===== config.mk =====
export PLATFORM = sky130hd
export DESIGN_NAME = axi_rr_arbiter_n
export DESIGN_NICKNAME = d
export VERILOG_FILES = /design/src/rtl/axi_arb_pkg.sv /design/src/rtl/rr_select.sv /design/src/rtl/axi_rr_arbiter_n.sv
export SDC_FILE = /design/constraint.sdc
export NUM_CORES = 1
export LEC_CHECK = 0
export CAP_MARGIN = 20
export CORE_ASPECT_RATIO = 0.9
export CORE_UTILIZATION = 42
export CTS_CLUSTER_SIZE = 40
export DETAILED_ROUTE_END_ITERATION = 16
export GPL_ROUTABILITY_DRIVEN = 0
export MAX_ROUTING_LAYER = met4
export PLACE_DENSITY_LB_ADDON = 0.3
export SLEW_MARGIN = 10
export SYNTH_ARGS = -nofsm -noshare
export SYNTH_HDL_FRONTEND = slang
export SYNTH_SLANG_ARGS = --single-unit

===== constraint.sdc =====
create_clock -name ACLK -period 1.95 [get_ports ACLK]
set_input_delay 0.2925 -clock ACLK [delete_from_list [all_inputs] [get_ports ACLK]]
set_output_delay 0.2925 -clock ACLK [all_outputs]
set_load 0.03 [all_outputs]

===== src/rtl/axi_arb_pkg.sv =====
// Shared arbitration types and the round-robin pick function.
// Used by the AXI channel arbiters; rr_pick works on up to MAX_REQ requesters.
package axi_arb_pkg;

   localparam int unsigned MAX_REQ = 16;
   localparam int unsigned PTR_W   = 4;

   typedef enum logic {
      IDLE = 1'b0,
      BUSY = 1'b1
   } arb_state_e;

   // One-hot winner: first asserted valid found from ptr upward, modulo n.
   // Bits at and above n are ignored, and ptr is expected to be below n.
   function automatic logic [MAX_REQ-1:0] rr_pick(input logic [MAX_REQ-1:0] valid,
                                                  input logic [PTR_W-1:0]   ptr,
                                                  input int unsigned        n);
      logic [MAX_REQ-1:0] pick;
      logic               found;
      logic [PTR_W-1:0]   src;
      pick  = '0;
      found = 1'b0;
      for (int unsigned i = 0; i < MAX_REQ; i++) begin
         // Rotate by ptr, priority-encode, and map the hit back to its index.
         src = PTR_W'((32'(ptr) + i) % n);
         if ((i < n) && !found && valid[src]) begin
            found     = 1'b1;
            pick[src] = 1'b1;
         end
      end
      return pick;
   endfunction

endpackage


===== src/rtl/rr_select.sv =====
// Combinational rotating-priority selector.
// Ports: valid_i  - request vector
//        ptr_i    - index with the highest priority
//        win_c_o  - one-hot winner (all zero when no request)
module rr_select
   import axi_arb_pkg::*;
#(
   parameter int unsigned NUM_REQ = 3,
   parameter int unsigned IDX_W   = $clog2(NUM_REQ)
) (
   input  logic [NUM_REQ-1:0] valid_i,
   input  logic [IDX_W-1:0]   ptr_i,
   output logic [NUM_REQ-1:0] win_c_o
);

   logic [MAX_REQ-1:0] valid_ext;

   always_comb begin
      valid_ext                = '0;
      valid_ext[NUM_REQ-1:0]   = valid_i;
      win_c_o = NUM_REQ'(rr_pick(valid_ext, PTR_W'(ptr_i), NUM_REQ));
   end

endmodule


===== src/rtl/axi_rr_arbiter_n.sv =====
// N-requester AXI channel arbiter with grant hold until handshake (or last beat).
// Ports: ACLK, ARESET (sync, active-high)
//        req_valid/req_last - per-requester VALID and LAST
//        out_ready          - downstream READY
//        grant_onehot/grant_idx/grant_active - registered grant state
//        req_ready          - combinational READY back to the owner only
module axi_rr_arbiter_n
   import axi_arb_pkg::*;
#(
   parameter  int unsigned NUM_REQ      = 3,
   parameter  int unsigned ROUND_ROBIN  = 1,
   parameter  int unsigned HOLD_TO_LAST = 0,
   localparam int unsigned IDX_W        = $clog2(NUM_REQ)
) (
   input  logic               ACLK,
   input  logic               ARESET,
   input  logic [NUM_REQ-1:0] req_valid,
   input  logic [NUM_REQ-1:0] req_last,
   input  logic               out_ready,
   output logic [NUM_REQ-1:0] grant_onehot,
   output logic [IDX_W-1:0]   grant_idx,
   output logic               grant_active,
   output logic [NUM_REQ-1:0] req_ready
);

   arb_state_e         state_q, state_d;
   logic [NUM_REQ-1:0] grant_q, grant_d;
   logic [IDX_W-1:0]   idx_q, idx_d;
   logic [IDX_W-1:0]   ptr_q, ptr_d;
   logic [IDX_W-1:0]   sel_ptr;
   logic [NUM_REQ-1:0] win;
   logic [IDX_W-1:0]   win_idx;
   logic [IDX_W-1:0]   next_ptr;
   logic               owner_hs;
   logic               owner_last;
   logic               release_ev;

   // Fixed priority is round-robin with the pointer pinned to 0.
   assign sel_ptr = (ROUND_ROBIN != 0) ? ptr_q : '0;

   rr_select #(
      .NUM_REQ (NUM_REQ),
      .IDX_W   (IDX_W)
   ) u_rr_select (
      .valid_i (req_valid),
      .ptr_i   (sel_ptr),
      .win_c_o (win)
   );

   // One-hot to binary for the winner.
   always_comb begin
      win_idx = '0;
      for (int unsigned i = 0; i < NUM_REQ; i++) begin
         if (win[i]) win_idx = IDX_W'(i);
      end
   end

   // Release detection for the current owner and the post-release pointer.
   always_comb begin
      owner_hs   = out_ready & (|(req_valid & grant_q));
      owner_last = |(req_last & grant_q);
      release_ev = owner_hs & ((HOLD_TO_LAST == 0) | owner_last);
      next_ptr   = (32'(idx_q) == NUM_REQ - 1) ? '0 : IDX_W'(idx_q + 1'b1);
   end

   // Next-state logic.
   always_comb begin
      state_d = state_q;
      grant_d = grant_q;
      idx_d   = idx_q;
      ptr_d   = ptr_q;
      case (state_q)
         IDLE: begin
            if (|req_valid) begin
               state_d = BUSY;
               grant_d = win;
               idx_d   = win_idx;
            end
         end
         BUSY: begin
            if (release_ev) begin
               state_d = IDLE;
               grant_d = '0;
               idx_d   = '0;
               ptr_d   = (ROUND_ROBIN != 0) ? next_ptr : '0;
            end
         end
         default: begin
            state_d = IDLE;
            grant_d = '0;
            idx_d   = '0;
         end
      endcase
   end

   // State and grant registers.
   always_ff @(posedge ACLK) begin
      if (ARESET) begin
         state_q <= IDLE;
         grant_q <= '0;
         idx_q   <= '0;
         ptr_q   <= '0;
      end else begin
         state_q <= state_d;
         grant_q <= grant_d;
         idx_q   <= idx_d;
         ptr_q   <= ptr_d;
      end
   end

   assign grant_onehot = grant_q;
   assign grant_idx    = idx_q;
   assign grant_active = (state_q == BUSY);
   assign req_ready    = grant_q & {NUM_REQ{out_ready}};

endmodule


==> results_tabular.tex <==
\begin{tabular}{lr}
\hline
Metric & Value \\
\hline
\multicolumn{2}{l}{\textbf{CTS}} \\
Clock root cell & sky130\_fd\_sc\_hd\_\_clkbuf\_4 \\
Maximum buffer depth of the clock tree & 2 \\
CTS sink count & 7 \\
Clock latency at the later pin of the worst-skew pair & 0.25 ns \\
Clock transition time at the flip-flop clock pins of the worst setup and hold paths & 0.05 ns \\
Clock H-tree levels & 1 \\
Clock tree from TritonCTS & built \\
TritonCTS Buffers & 3 \\
Number of buffers added to fix hold violations after cts & 0 \\
\multicolumn{2}{l}{\textbf{GRT}} \\
Overall Global Routing Usage & 24.92\% \\
First-pass GRT wire length & 3.029 mm \\
Total overflow reported by the global router & 0 \\
Antenna violations before repair & 0 \\
Pin count of the biggest net entering global routing & 10 \\
Number of global-route vias before repair & 704 \\
\multicolumn{2}{l}{\textbf{Hold path}} \\
Worst Hold End & ptr\_q[1]\$\_SDFFE\_PP0P\_ \\
Min-delay worst type & register to register \\
Hold depth & 2 \\
HP Start & grant\_idx[0]\$\_SDFFE\_PP0P\_ \\
\multicolumn{2}{l}{\textbf{Flow run}} \\
Reported max-cap violation count & 0 \\
\multicolumn{2}{l}{\textbf{Routing}} \\
Drt first-iter violations & 38 \\
Post-route antenna net violation count & 0 \\
Via density per instance & 5.739 \\
Aggregate routed wire length & 2.221 mm \\
Average wire length per cell after detail routing & 16.57 µm \\
Detailed Routing Iterations Pass 1 & 7 \\
Post-route DRC & 0 \\
Overall via count from detail\_route & 769 \\
\multicolumn{2}{l}{\textbf{Placed design}} \\
HPWL after detailed placement & 1.355 mm \\
Post-Place Setup Slack & -0.1486 ns \\
IO Port Bufs & 14 \\
\multicolumn{2}{l}{\textbf{Setup path}} \\
WS Path Type & register to register \\
Critical path data arrival time & 2.15 ns \\
Kind of launch point of the worst setup path & register \\
Data required time of the worst path & 2.12 ns \\
Largest fanout on the critical path & 3 \\
CP startpoint & ptr\_q[0]\$\_SDFFE\_PP0P\_ \\
Worst setup EP type & register \\
Launch point of the worst reg-to-reg path & ptr\_q[0]\$\_SDFFE\_PP0P\_ \\
Endpoint of the most critical register-to-register path & grant\_idx[0]\$\_SDFFE\_PP0P\_ \\
Flop2flop setup slack & -0.04 ns \\
Cell count of the worst reg-to-reg path & 9 \\
\multicolumn{2}{l}{\textbf{Logic synthesis}} \\
Top area cells in the synthesized netlist & sky130\_fd\_sc\_hd\_\_dfxtp\_1, sky130\_fd\_sc\_hd\_\_ha\_1, sky130\_fd\_sc\_hd\_\_inv\_1 \\
Share of synthesized area occupied by flip-flops and latches & 21.01\% \\
Library cell with the highest instance count after synthesis & sky130\_fd\_sc\_hd\_\_ha\_1 \\
Library cells used by synthesis & 35 \\
Synthesized netlist cell count & 84 \\
Number of enable flip-flop cells after synthesis & 0 \\
Ranking of synthesized cells by instance count & sky130\_fd\_sc\_hd\_\_ha\_1, sky130\_fd\_sc\_hd\_\_inv\_1, sky130\_fd\_sc\_hd\_\_dfxtp\_1 \\
Yosys top cell area share & 21.01\% \\
Mapped cell area & 666.9 µm² \\
Syn\_nets & 102 \\
Flip-flop and latch count after synthesis & 7 \\
Count of warnings emitted by yosys & 0 \\
FFs w/ async S/R, synth & 0\% \\
Mean Syn Cell Area & 7.939 µm² \\
Dominant register cell in the synthesized netlist & sky130\_fd\_sc\_hd\_\_dfxtp\_1 \\
Cell type with the highest aggregate area in the netlist & sky130\_fd\_sc\_hd\_\_dfxtp\_1 \\
\multicolumn{2}{l}{\textbf{Final layout}} \\
Syn-to-layout area delta & 71.86\% \\
Area of all sequential standard cells & 147.6 µm² \\
Area of combinational cells with multiple inputs & 619.3 µm² \\
Number of fill cells in the layout & 94 \\
Post-layout net count & 138 \\
Number of diodes & 0 \\
Proportion of layout cells with a drive suffix above 1 & 41.18\% \\
\multicolumn{2}{l}{\textbf{Power}} \\
Power, Total & 0.4433 mW \\
Net Sw Frac & 31.69\% \\
Internal & 0.3028 mW \\
Total net switching power & 0.1405 mW \\
Worst voltage drop across the vdd grid & 0.0003273 V \\
Power density normalized to cell area & 386.7 nW/µm² \\
Part of the power in the clock network & 28.5\% \\
Leakage Power & 0.4667 nW \\
Gate power share & 35.5\% \\
Seq pwr share & 36.0\% \\
\multicolumn{2}{l}{\textbf{Run status}} \\
Violations in the final reports & setup timing \\
Status & finished with violations \\
\multicolumn{2}{l}{\textbf{STA}} \\
Final worst-path setup slack & -0.03701 ns \\
RSZ-0062 raised after global routing & true \\
Summed negative setup slack over all endpoints & -0.07205 ns \\
Part of the cycle the worst path needs & 101.9\% \\
Fin Clk Skew & 0.008426 ns \\
Transition at the pin with the smallest max-transition slack & 0.4909 ns \\
Clock period minus final worst setup slack & 1.987 ns \\
Max-slew violation count & 0 \\
Slew HR & 67.27\% \\
Final setup violating endpoints & 2 \\
Fmax & 0.5033 GHz \\
Number of hold violations in the final report & 0 \\
\multicolumn{2}{l}{\textbf{Die}} \\
Floorplan core area & 1464 µm² \\
Row Count & 13 \\
Top-level port count & 18 \\
Vertical extent of the die & 39.81 µm \\
Die X-Extent & 44.01 µm \\
Die area & 1752 µm² \\
Initial Util & 45.56\% \\
\hline
\end{tabular}
==> critical path: stages, from the launching register on <==
cell and delay [ns]:
sky130_fd_sc_hd__dfxtp_4 0.37, sky130_fd_sc_hd__buf_6 0.11, sky130_fd_sc_hd__ha_4 0.13, sky130_fd_sc_hd__inv_2 0.04, sky130_fd_sc_hd__ha_4 0.27, sky130_fd_sc_hd__nand2b_4 0.07, sky130_fd_sc_hd__a2111oi_4 0.38, sky130_fd_sc_hd__or3_4 0.20
sky130_fd_sc_hd__o311ai_4 0.12, sky130_fd_sc_hd__o31ai_2 0.22
==> sequential cells by signal (all words and copies together) (netlist names) <==
signal        flops
grant_onehot      3
grant_active      1
ptr_q             2
grant_idx         1
==> worst max path at each step <==
stage                                    to  slack, ns  depth (start not counted)
2_1_floorplan     grant_idx[0]$_SDFFE_PP0P_      0.008                          9
4_1_cts           grant_idx[0]$_SDFFE_PP0P_     0.0003                          7
3_5_place_dp   grant_onehot[2]$_SDFFE_PP0P_      -0.15                          9
6_report          grant_idx[0]$_SDFFE_PP0P_      -0.04                          9
3_3_place_gp      grant_idx[0]$_SDFFE_PP0P_      -0.09                          9
5_1_grt           grant_idx[0]$_SDFFE_PP0P_      -0.07                          9
==> metrics by stage <==
stage | utilization [%] | cells | area [µm²] | hold slack (ns)
after floorplan | - | 84 | 669.4 | 0.4626
after global placement | 64.27 | 128 | 940.9 | 0.4920
after detailed placement | 64.27 | 128 | 940.9 | 0.5040
after CTS | 74.62 | 133 | 1092 | 0.5155
after global routing | 78.29 | 134 | 1146 | 0.5553
final | 78.29 | 134 | 1146 | 0.5173
==> layout by cell type, fill, tap and decap left out, types with 2 or more instances in the layout <==
cell type / netlist / final
sky130_fd_sc_hd__nor3_1: 2 / 2
sky130_fd_sc_hd__clkdlybuf4s50_1: 0 / 13
sky130_fd_sc_hd__dfxtp_1: 7 / 5
sky130_fd_sc_hd__ha_1: 9 / 3
sky130_fd_sc_hd__nor4_1: 3 / 3
sky130_fd_sc_hd__nor2_1: 6 / 6
sky130_fd_sc_hd__nand2_1: 6 / 6
sky130_fd_sc_hd__a21oi_1: 5 / 5
sky130_fd_sc_hd__ha_4: 0 / 5
sky130_fd_sc_hd__and2_1: 3 / 3
sky130_fd_sc_hd__inv_2: 0 / 2
sky130_fd_sc_hd__dfxtp_4: 0 / 2
sky130_fd_sc_hd__a2111oi_1: 0 / 2
sky130_fd_sc_hd__buf_4: 1 / 19
sky130_fd_sc_hd__nand3_1: 5 / 5
sky130_fd_sc_hd__nand3b_1: 2 / 2
sky130_fd_sc_hd__inv_1: 8 / 4
sky130_fd_sc_hd__clkbuf_4: 0 / 3
sky130_fd_sc_hd__a211o_1: 2 / 2
==> power groups by stage <==
| stage | combinational, mW | sequential, mW | clock [mW] |
|---|---|---|---|
| after global placement | 0.131 | 0.162 | 0 |
| after CTS | 0.143 | 0.158 | 0.131 |
| after floorplan | 0.0563 | 0.174 | 0 |
| after detailed placement | 0.133 | 0.162 | 0 |
| final | 0.157 | 0.159 | 0.126 |
| after global routing | 0.166 | 0.160 | 0.140 |
==> cell type report <==
type,count,area share (%)
multi-input combinational,66,54.04
sequential,7,12.88
tap,15,1.638
inverter,8,3.275
clock buffer,4,2.293
timing repair buffer,34,25.87
==> kinds of logic after synthesis <==
kind of cell,after synthesis,synth area share (%)
adder cells (fa/ha/maj),9,16.89
AND/OR/NAND/NOR,36,29.65
AO/OA/AOI/OAI,19,21.58
flip-flops,7,21.01
multiplexers,2,3.002
buffers and inverters,11,7.880
==> metal layers <==
layer | up-vias | share of wire, % | global-route usage (%)
li1 | 374 | - | -
met5 | - | 0 | -
met1 | 368 | 46 | 31.82
met2 | 25 | 50 | 38.97
met4 | 0 | 0.23 | 11.36
met3 | 2 | 3.9 | 3.687
==> repair_timing <==
action	CTS	global route
gates resized for setup	26	9
setup endpoints to repair	4	5
cloned	0	0
pin swaps	12	7
setup buffers	1	1
Note: power is estimated with default switching activity, not from simulation.
